==> src/rtl/led_pattern_sequencer.sv <==
// LED animation sequencer: samples the divided slow clock as data, turns each of its
// rising edges into a one-cycle tick, and steps the selected LED pattern on every tick.
module led_pattern_sequencer #(
  parameter int LED_COUNT = 8
) (
  input  logic                 clock_in,
  input  logic                 reset_n,
  input  logic                 slow_clock_in,
  input  logic                 enable_in,
  input  logic [1:0]           mode_in,
  output logic [LED_COUNT-1:0] leds_out,
  output logic                 tick_out,
  output logic                 wrap_out
);

  localparam int CNT_W = $clog2(LED_COUNT + 1);
  localparam logic [CNT_W-1:0] TOP  = CNT_W'(LED_COUNT - 1);
  localparam logic [CNT_W-1:0] FULL = CNT_W'(LED_COUNT);
  localparam logic [CNT_W-1:0] ONE  = CNT_W'(1);

  localparam logic [1:0] SHIFT  = 2'b00;
  localparam logic [1:0] BOUNCE = 2'b01;
  localparam logic [1:0] BLINK  = 2'b10;
  localparam logic [1:0] FILL   = 2'b11;

  typedef enum logic {IDLE, RUN} state_t;

  state_t               state, state_nx;
  logic [1:0]           active_mode, mode_nx;
  logic [CNT_W-1:0]     pos, pos_nx;      // lit index, blink phase or fill count
  logic                 dir, dir_nx;      // 0 = up, 1 = down
  logic [LED_COUNT-1:0] leds_nx;
  logic                 wrap_nx;
  logic                 sync1, sync2, prev;
  logic                 tick;

  assign tick = sync2 & ~prev;

  function automatic logic [LED_COUNT-1:0] pattern(input logic [1:0] mode,
                                                   input logic [CNT_W-1:0] p);
    logic [LED_COUNT-1:0] pat;
    pat = '0;
    for (int i = 0; i < LED_COUNT; i++) begin
      case (mode)
        SHIFT, BOUNCE: pat[i] = (p == CNT_W'(i));
        BLINK:         pat[i] = (p == '0);
        default:       pat[i] = (p > CNT_W'(i));
      endcase
    end
    return pat;
  endfunction

  always_comb begin
    state_nx = state;
    mode_nx  = active_mode;
    pos_nx   = pos;
    dir_nx   = dir;
    leds_nx  = leds_out;
    wrap_nx  = 1'b0;
    case (state)
      IDLE: begin
        pos_nx  = '0;
        dir_nx  = 1'b0;
        leds_nx = '0;
        if (enable_in) begin
          state_nx = RUN;
          mode_nx  = mode_in;
          leds_nx  = pattern(mode_in, '0);
        end
      end
      default: begin
        if (!enable_in) begin
          state_nx = IDLE;
          pos_nx   = '0;
          dir_nx   = 1'b0;
          leds_nx  = '0;
        end else if (tick) begin
          if (mode_in != active_mode) begin
            // mode switch restarts the new pattern instead of stepping
            mode_nx = mode_in;
            pos_nx  = '0;
            dir_nx  = 1'b0;
          end else begin
            case (active_mode)
              SHIFT: begin
                pos_nx  = (pos == TOP) ? '0 : pos + ONE;
                wrap_nx = (pos == TOP);
              end
              BOUNCE: begin
                if (!dir && pos != TOP) begin
                  pos_nx = pos + ONE;
                end else begin
                  pos_nx = pos - ONE;
                  dir_nx = 1'b1;
                end
                if (pos_nx == '0) begin
                  dir_nx  = 1'b0;
                  wrap_nx = 1'b1;
                end
              end
              BLINK: begin
                pos_nx  = (pos == '0) ? ONE : '0;
                wrap_nx = (pos != '0);
              end
              default: begin
                pos_nx  = (pos == FULL) ? '0 : pos + ONE;
                wrap_nx = (pos == FULL);
              end
            endcase
          end
          leds_nx = pattern(mode_nx, pos_nx);
        end
      end
    endcase
  end

  always_ff @(posedge clock_in) begin
    if (!reset_n) begin
      sync1       <= 1'b1;
      sync2       <= 1'b1;
      prev        <= 1'b1;
      state       <= IDLE;
      active_mode <= SHIFT;
      pos         <= '0;
      dir         <= 1'b0;
      leds_out    <= '0;
      tick_out    <= 1'b0;
      wrap_out    <= 1'b0;
    end else begin
      sync1       <= slow_clock_in;
      sync2       <= sync1;
      prev        <= sync2;
      state       <= state_nx;
      active_mode <= mode_nx;
      pos         <= pos_nx;
      dir         <= dir_nx;
      leds_out    <= leds_nx;
      tick_out    <= tick;
      wrap_out    <= wrap_nx;
    end
  end

endmodule

==> config.mk <==
export PLATFORM = sky130hd
export DESIGN_NAME = led_pattern_sequencer
export DESIGN_NICKNAME = d
export VERILOG_FILES = /design/src/rtl/led_pattern_sequencer.sv
export SDC_FILE = /design/constraint.sdc
export NUM_CORES = 1
export LEC_CHECK = 0
export BUFFER_PORTS_ARGS = -buffer_cell sky130_fd_sc_hd__buf_2
export CAP_MARGIN = 40
export CORE_MARGIN = 2
export CORE_UTILIZATION = 40
export CTS_BUF_LIST = sky130_fd_sc_hd__clkbuf_4
export DETAILED_ROUTE_END_ITERATION = 10
export GPL_TIMING_DRIVEN = 0
export PLACE_DENSITY = 0.6
export SYNTH_ARGS = -nofsm -noshare
export SYNTH_HDL_FRONTEND = slang
export SYNTH_SLANG_ARGS = --single-unit
==> constraint.sdc <==
create_clock -name clock_in -period 4.95 [get_ports clock_in]
set_clock_uncertainty 0.2 [all_clocks]
set_input_delay 0.99 -clock clock_in [delete_from_list [all_inputs] [get_ports clock_in]]
set_output_delay 0.99 -clock clock_in [all_outputs]
set_load 0.01 [all_outputs]
Word-level counts from Yosys, hierarchy flattened

Cells that the tools add are included.

Add/sub/neg operators: 2
Eq/ne operators: 20
$lt $le $gt $ge: 8
Muxes and demuxes: 43
Reductions and logical operators: 17
Bitwise logic cells: 6

Operator list:

| operator                                                                 | number |
|---|---|
| 4-bit 2-to-1 mux                                                         | 12 |
| 8-bit 2-to-1 mux                                                         | 4 |
| 4-bit by 3-bit == test with 1-bit output (second input constant)         | 5 |
| 4-bit by 3-bit > comparator with 1-bit output (second input constant)    | 4 |
| 2-bit 2-to-1 mux                                                         | 8 |
| 1-bit one-hot mux with 2 select lines                                    | 7 |
| 4-bit zero test                                                          | 3 |
| 4-bit one-hot mux with 3 select lines                                    | 1 |
| 1-bit 2-to-1 mux                                                         | 10 |
| 4-bit by 2-bit == test with 1-bit output (second input constant)         | 2 |
| 4-bit by 1-bit > comparator with 1-bit output (second input constant)    | 2 |
| 4-bit by 2-bit > comparator with 1-bit output (second input constant)    | 2 |
| 2-bit by 1-bit == test with 1-bit output (second input constant)         | 3 |
| 2-bit == test (second input constant)                                    | 3 |
| 2-bit zero test                                                          | 3 |
| 3-bit by 2-bit inequality test with 1-bit output (second input constant) | 2 |
| 3-bit AND reduction                                                      | 2 |
| 3-bit OR reduction                                                       | 2 |
| 1-bit inverter                                                           | 5 |
| 5-bit OR reduction                                                       | 1 |
| 4-bit by 1-bit adder with 4-bit output (second input constant)           | 1 |
| 4-bit by 1-bit == test with 1-bit output (second input constant)         | 1 |
| 4-bit == test (second input constant)                                    | 1 |
| 4-bit by 3-bit inequality test with 1-bit output (second input constant) | 1 |
| 11 further kinds                                                         | 11 |

Input port bits: 6
Output and inout port bits: 10
Bits in registers: 21

Logic depth before layout (Yosys ltp)

Word-level depth: 18
Gate-level depth with buffers: 9
Depth with buffers taken out: 8

Worst setup path before layout

No wires, ideal clock.

Path type: input to register
Start: in mode_in[0]
End: reg leds_out[0]
Data required time: 4,623 ps
Cell stages on the path: 6
Library setup time: 127 ps
Path buffers: 0
Path slack: 2,231 ps
Data arrival time: 2,392 ps
Cell sequence: xnor2_1 > nand2_1 > o32ai_2 > nor3_2 > nor4b_1 > or3_1

Longest elaborated chain between the ends: 11
Elaborated cells on any way between the ends: 25

Ends and longest elaborated chain:

| what                                                                                                   | RTL line | source |
|---|---|---|
| start, declared                                                                                        | 10       | `input logic [1:0] mode_in,` |
| parallel branches: the longest is 10 deep, another holds 4-bit by 1-bit > comparator with 1-bit output | n/a      |  |
| 8-bit 2-to-1 mux (*)                                                                                   | 60       | `case (state)` |
| end signal, assigned                                                                                   | 137      | `leds_out <= leds_nx;` |
| end, declared                                                                                          | 11       | `output logic [LED_COUNT-1:0] leds_out,` |

Mark *: on every way between the ends. The select of a mux whose other input is x is not followed.
A chain may end at the register's enable or synchronous reset.

Worst setup path after layout

Same ends and word-level chain as after synthesis.

==> impl.org <==
** Status
- Outcome :: complete, no violations

** Run
- Maximum capacitance violations :: 0

** Worst setup path
- Worst EP arrival :: 3.01 ns
- The endpoint identified for the worst register-to-register timing path is leds_out[0]$_SDFFE_PN0P_.
- CP top delay family :: simple AND/OR/NAND/NOR gates
- In this run the worst path has a maximum fanout of 7.
- STA puts the critical path data required time at 4.97 ns.
- The largest individual stage delay along the critical path comes from the cell sky130_fd_sc_hd__o32ai_2.
- The critical path in this run is classified as in2reg.
- For this run, the slowest stage of the critical path takes 0.71 ns.
- Type of origin of the critical path :: input pin
- Minimum setup slack among reg-to-reg paths :: 2.11 ns
- The worst setup path is captured at a register.
- Crit path buffers/inverters :: 1
- Walking the worst path, the cells encountered are buf_2, xnor2_1, nand2_1, o32ai_2, nor3_2, nor4b_1, or3_1.
- Counting cells, the worst reg-to-reg path comes to 7.
- In this run the critical register-to-register path is launched from pos[0]$_SDFFE_PN0P_.

** Clock tree
- H-tree depth :: 1
- The tree is rooted in a sky130_fd_sc_hd__clkbuf_4.
- Post-CTS Setup Repair Bufs :: 0
- Buffers from clock root to sink, at most :: 2
- TritonCTS built the clock tree.
- TritonCTS created 3 clock buffers.
- Clock tree synthesis found a total of 21 sinks.
- After clock tree synthesis, the clock-pin slew on the worst setup and hold paths is 0.13 ns.
- The number of gates resized after CTS was 0.
- For this design, the CTS-stage hold fixing added 0 buffers.
- For the worst-skew pair, the clock arrives at the later sink with an insertion delay of 0.31 ns.

** Detailed routing
- Detailed-router iteration count before antenna repair :: 5
- WL/cell :: 16.64 um
- Via count of the routed design :: 1506
- DRT iter0 DRCs :: 117
- For this run, design rule violations remaining after detail routing come to 0.
- After detailed routing, the total wire length is 4176 um.
- Number of nets with antenna violations after routing :: 0
- Dividing the detail-routed via count by the number of cells gives 6.000.

** Synth
- Number of enable-type register cells in the synthesized netlist :: 0
- In this run, synthesis produced a sequential element count of 21.
- YS warnings :: 0
- Top area cells in the synthesized netlist :: sky130_fd_sc_hd__dfxtp_1 29%, sky130_fd_sc_hd__nand2_1 5.1%, sky130_fd_sc_hd__nor2_1 3.8%
- sky130_fd_sc_hd__dfxtp_1 takes more of the synthesized area than any other cell.
- Mean area per synthesized cell :: 7.983 um2
- The share of the Yosys chip area taken by registers is 28.62%.
- The number of nets in the synthesized netlist is 192.
- Asr flop ratio synth :: 0%
- In the synthesized netlist the dominant register cell turns out to be sky130_fd_sc_hd__dfxtp_1.
- Summed over its instances, the top area cell type makes up 28.62% of the synthesized netlist area.
- Unique cell type count in the Yosys netlist :: 54
- After synthesis the cells add up to 1469 um2.
- Counting every instance in the synthesized netlist gives 184.

** STA
- Worst relative slew slack :: 53.25%
- Number of pins with negative max-slew slack in the final report :: 0
- Setup violation total in the final timing report :: 0
- Setup repair after global routing missed its margin :: false
- Hold violation count in the final report :: 0
- Of the available clock period, the critical path in the final layout requires 60.41%.
- Sum of negative setup slack :: 0 ns
- Max Clk Rate :: 334.4 MHz
- Clock period minus final worst setup slack :: 2.990 ns
- Measured slew at the worst slew-check pin :: 0.7012 ns

** Global route
- Global-route usage over all layers :: 21.25%
- Overflow left after global routing :: 0
- The number of global-route vias before repair was 1439.
- Global-route wire length before repair :: 6858 um
- Entering global routing, the biggest net connects 13 pins.
- Antenna violations before repair :: 0

** Power
- Total design power :: 0.3221 mW
- VDD sags by at most 0.1458 mV.
- For this design the ratio of total power to cell area is 197.4 nW/um2.
- Leakage power of the design :: 0.5515 nW

** Worst hold path
- The min-delay analysis places its worst path in the category reg2reg.
- Counting instances, the worst hold path has a depth of 1.
- The startpoint identified for the worst hold timing path is sync1$_SDFF_PN1_.
- The worst hold path terminates at sync2$_SDFF_PN1_.

** Layout
- The post-route netlist has 18.23% of its cells at a drive strength greater than 1.
- Final Instance Area :: 1632 um2
- The count of cells in the finished layout, fillers not included, comes to 251.
- Area growth, synth to finish :: 11.07%
- Inserted Diodes :: 0
- For this run, the post-layout net count is 212.

** Floorplanning
- The floorplan has 22 rows.
- The floorplan step defined a die boundary enclosing 4173 um2.
- Measured along the x axis, the die boundary spans 64.60 um.
- The die is 64.60 um tall.
- Starting Density :: 40.74%
- The floorplan step defined a core boundary enclosing 3606 um2.
- I/O pin cnt :: 16

** Place
- The count of buffers added on input and output ports is 15.
- Placement-stage cell area :: 1604 um2
- Global placement routability congestion :: 0.9141
- HPWL after detailed placement :: 3126 um
- Once placement completed, the tool counted placed cells totaling 247.
where the power goes:
part,internal [mW],switching (mW),leakage [nW],total [mW]
combinational,0.0204,0.0374,0.363,0.0578
sequential,0.174,0.00319,0.171,0.178
clock,0.0302,0.0564,0.0177,0.0866
total,0.225,0.0970,0.551,0.322
synthesized netlist by cell type (2+ instances only):
master and n:
sky130_fd_sc_hd__dfxtp_1 21, sky130_fd_sc_hd__nand2_1 20, sky130_fd_sc_hd__nor2_1 15, sky130_fd_sc_hd__o21ai_0 10, sky130_fd_sc_hd__a21oi_1 9, sky130_fd_sc_hd__inv_1 8, sky130_fd_sc_hd__nand2b_1 8, sky130_fd_sc_hd__nand3_1 7
sky130_fd_sc_hd__and2_1 6, sky130_fd_sc_hd__a221oi_1 5, sky130_fd_sc_hd__buf_2 5, sky130_fd_sc_hd__clkbuf_1 4, sky130_fd_sc_hd__nand4_1 4, sky130_fd_sc_hd__nor2b_1 4, sky130_fd_sc_hd__nor3_1 4, sky130_fd_sc_hd__a31oi_1 3
sky130_fd_sc_hd__o22ai_1 3, sky130_fd_sc_hd__xnor2_1 3, sky130_fd_sc_hd__a2111oi_2 2, sky130_fd_sc_hd__a311o_1 2, sky130_fd_sc_hd__a41oi_1 2, sky130_fd_sc_hd__ha_1 2, sky130_fd_sc_hd__nand4b_1 2, sky130_fd_sc_hd__nor4b_1 2
sky130_fd_sc_hd__o211ai_1 2, sky130_fd_sc_hd__o21ai_1 2, sky130_fd_sc_hd__o21bai_1 2
worst reg2reg max path, stage by stage, from the launching register on:
cell and delay, ns:
sky130_fd_sc_hd__dfxtp_1 0.42, sky130_fd_sc_hd__ha_1 0.34, sky130_fd_sc_hd__and3b_4 0.25, sky130_fd_sc_hd__or4b_4 0.54, sky130_fd_sc_hd__a31oi_4 0.39, sky130_fd_sc_hd__nor3_2 0.14, sky130_fd_sc_hd__nor4b_1 0.19, sky130_fd_sc_hd__or3_1 0.30
worst max path at each step:
stage                           from  cells past startpoint                  endpoint
after global routing      mode_in[0]                      7  leds_out[0]$_SDFFE_PN0P_
after CTS                 mode_in[0]                      7  leds_out[0]$_SDFFE_PN0P_
final                     mode_in[0]                      7  leds_out[0]$_SDFFE_PN0P_
after global placement    mode_in[0]                      7  leds_out[0]$_SDFFE_PN0P_
after floorplan           mode_in[0]                      6  leds_out[0]$_SDFFE_PN0P_
after detailed placement  mode_in[0]                      7  leds_out[0]$_SDFFE_PN0P_
kinds of logic (layout without fill, tap and decap cells):
logic type                 after synthesis  count (layout)  share of synthesized area, %
adders and majority gates                2               2                         1.703
DFF                                     21              21                         28.62
AOI/OAI and AO/OA                       57              57                         30.41
and+or+nand+nor                         83              83                         32.11
buffers and inverters                   17              36                         4.770
xor gates and xnor gates                 4               4                         2.385
layout by cell type (no fill, tap or decap), types with 2 or more instances in the layout:
| master | n |
|---|---|
| sky130_fd_sc_hd__clkbuf_1 | 4 |
| sky130_fd_sc_hd__dfxtp_1 | 21 |
| sky130_fd_sc_hd__xnor2_1 | 3 |
| sky130_fd_sc_hd__nand2b_1 | 8 |
| sky130_fd_sc_hd__o21bai_1 | 2 |
| sky130_fd_sc_hd__nor2_1 | 15 |
| sky130_fd_sc_hd__clkbuf_4 | 3 |
| sky130_fd_sc_hd__inv_1 | 8 |
| sky130_fd_sc_hd__nand3_1 | 7 |
| sky130_fd_sc_hd__o21ai_0 | 10 |
| sky130_fd_sc_hd__buf_2 | 20 |
| sky130_fd_sc_hd__a221oi_1 | 5 |
| sky130_fd_sc_hd__and2_1 | 6 |
| sky130_fd_sc_hd__nand4b_1 | 2 |
| sky130_fd_sc_hd__nor2b_1 | 4 |
| sky130_fd_sc_hd__a31oi_1 | 3 |
| sky130_fd_sc_hd__o21ai_1 | 2 |
| sky130_fd_sc_hd__o22ai_1 | 3 |
| sky130_fd_sc_hd__a2111oi_2 | 2 |
| sky130_fd_sc_hd__nand2_1 | 20 |
| sky130_fd_sc_hd__ha_1 | 2 |
| sky130_fd_sc_hd__a311o_1 | 2 |
| sky130_fd_sc_hd__nor4b_1 | 2 |
| sky130_fd_sc_hd__a21oi_1 | 9 |
| sky130_fd_sc_hd__nor3_1 | 4 |
| sky130_fd_sc_hd__a41oi_1 | 2 |
| sky130_fd_sc_hd__o211ai_1 | 2 |
| sky130_fd_sc_hd__nand4_1 | 4 |
metal layers:
layer	track usage, %	up-vias	share of wire (%)
li1	-	732	-
met1	25.75	728	45
met2	39.06	42	51
met3	2.083	4	3.3
met4	7.181	0	1.0
met5	0	-	0
per-stage QoR:
step | util, % | hold slack [ns] | setup slack [ns]
2_1_floorplan | - | 0.1863 | 2.231
3_3_place_gp | 44.48 | 0.1878 | 1.685
3_5_place_dp | 44.48 | 0.2080 | 1.675
4_1_cts | 45.25 | 0.2369 | 2.019
5_1_grt | 45.25 | 0.2445 | 1.850
6_report | 45.25 | 0.2267 | 1.960
layout make-up:
| cell class | instances | area [um2] |
|---|---|---|
| fillers | 387 | 1974 |
| multi-input cells | 146 | 978.4 |
| flip-flops and latches | 21 | 420.4 |
| repair buffers | 15 | 75.07 |
| well taps | 48 | 60.06 |
| plain buffers | 9 | 40.04 |
| inverters | 8 | 30.03 |
| clock buffers | 3 | 22.52 |
| clock inverters | 1 | 5.005 |
registers in the layout (all words and copies together) (netlist names):
| name | flops |
|---|---|
| active_mode | 2 |
| dir | 1 |
| leds_out | 8 |
| pos | 4 |
| prev | 1 |
| state | 1 |
| sync1 | 1 |
| sync2 | 1 |
| tick_out | 1 |
| wrap_out | 1 |
Power figures use the tool's default switching activity.
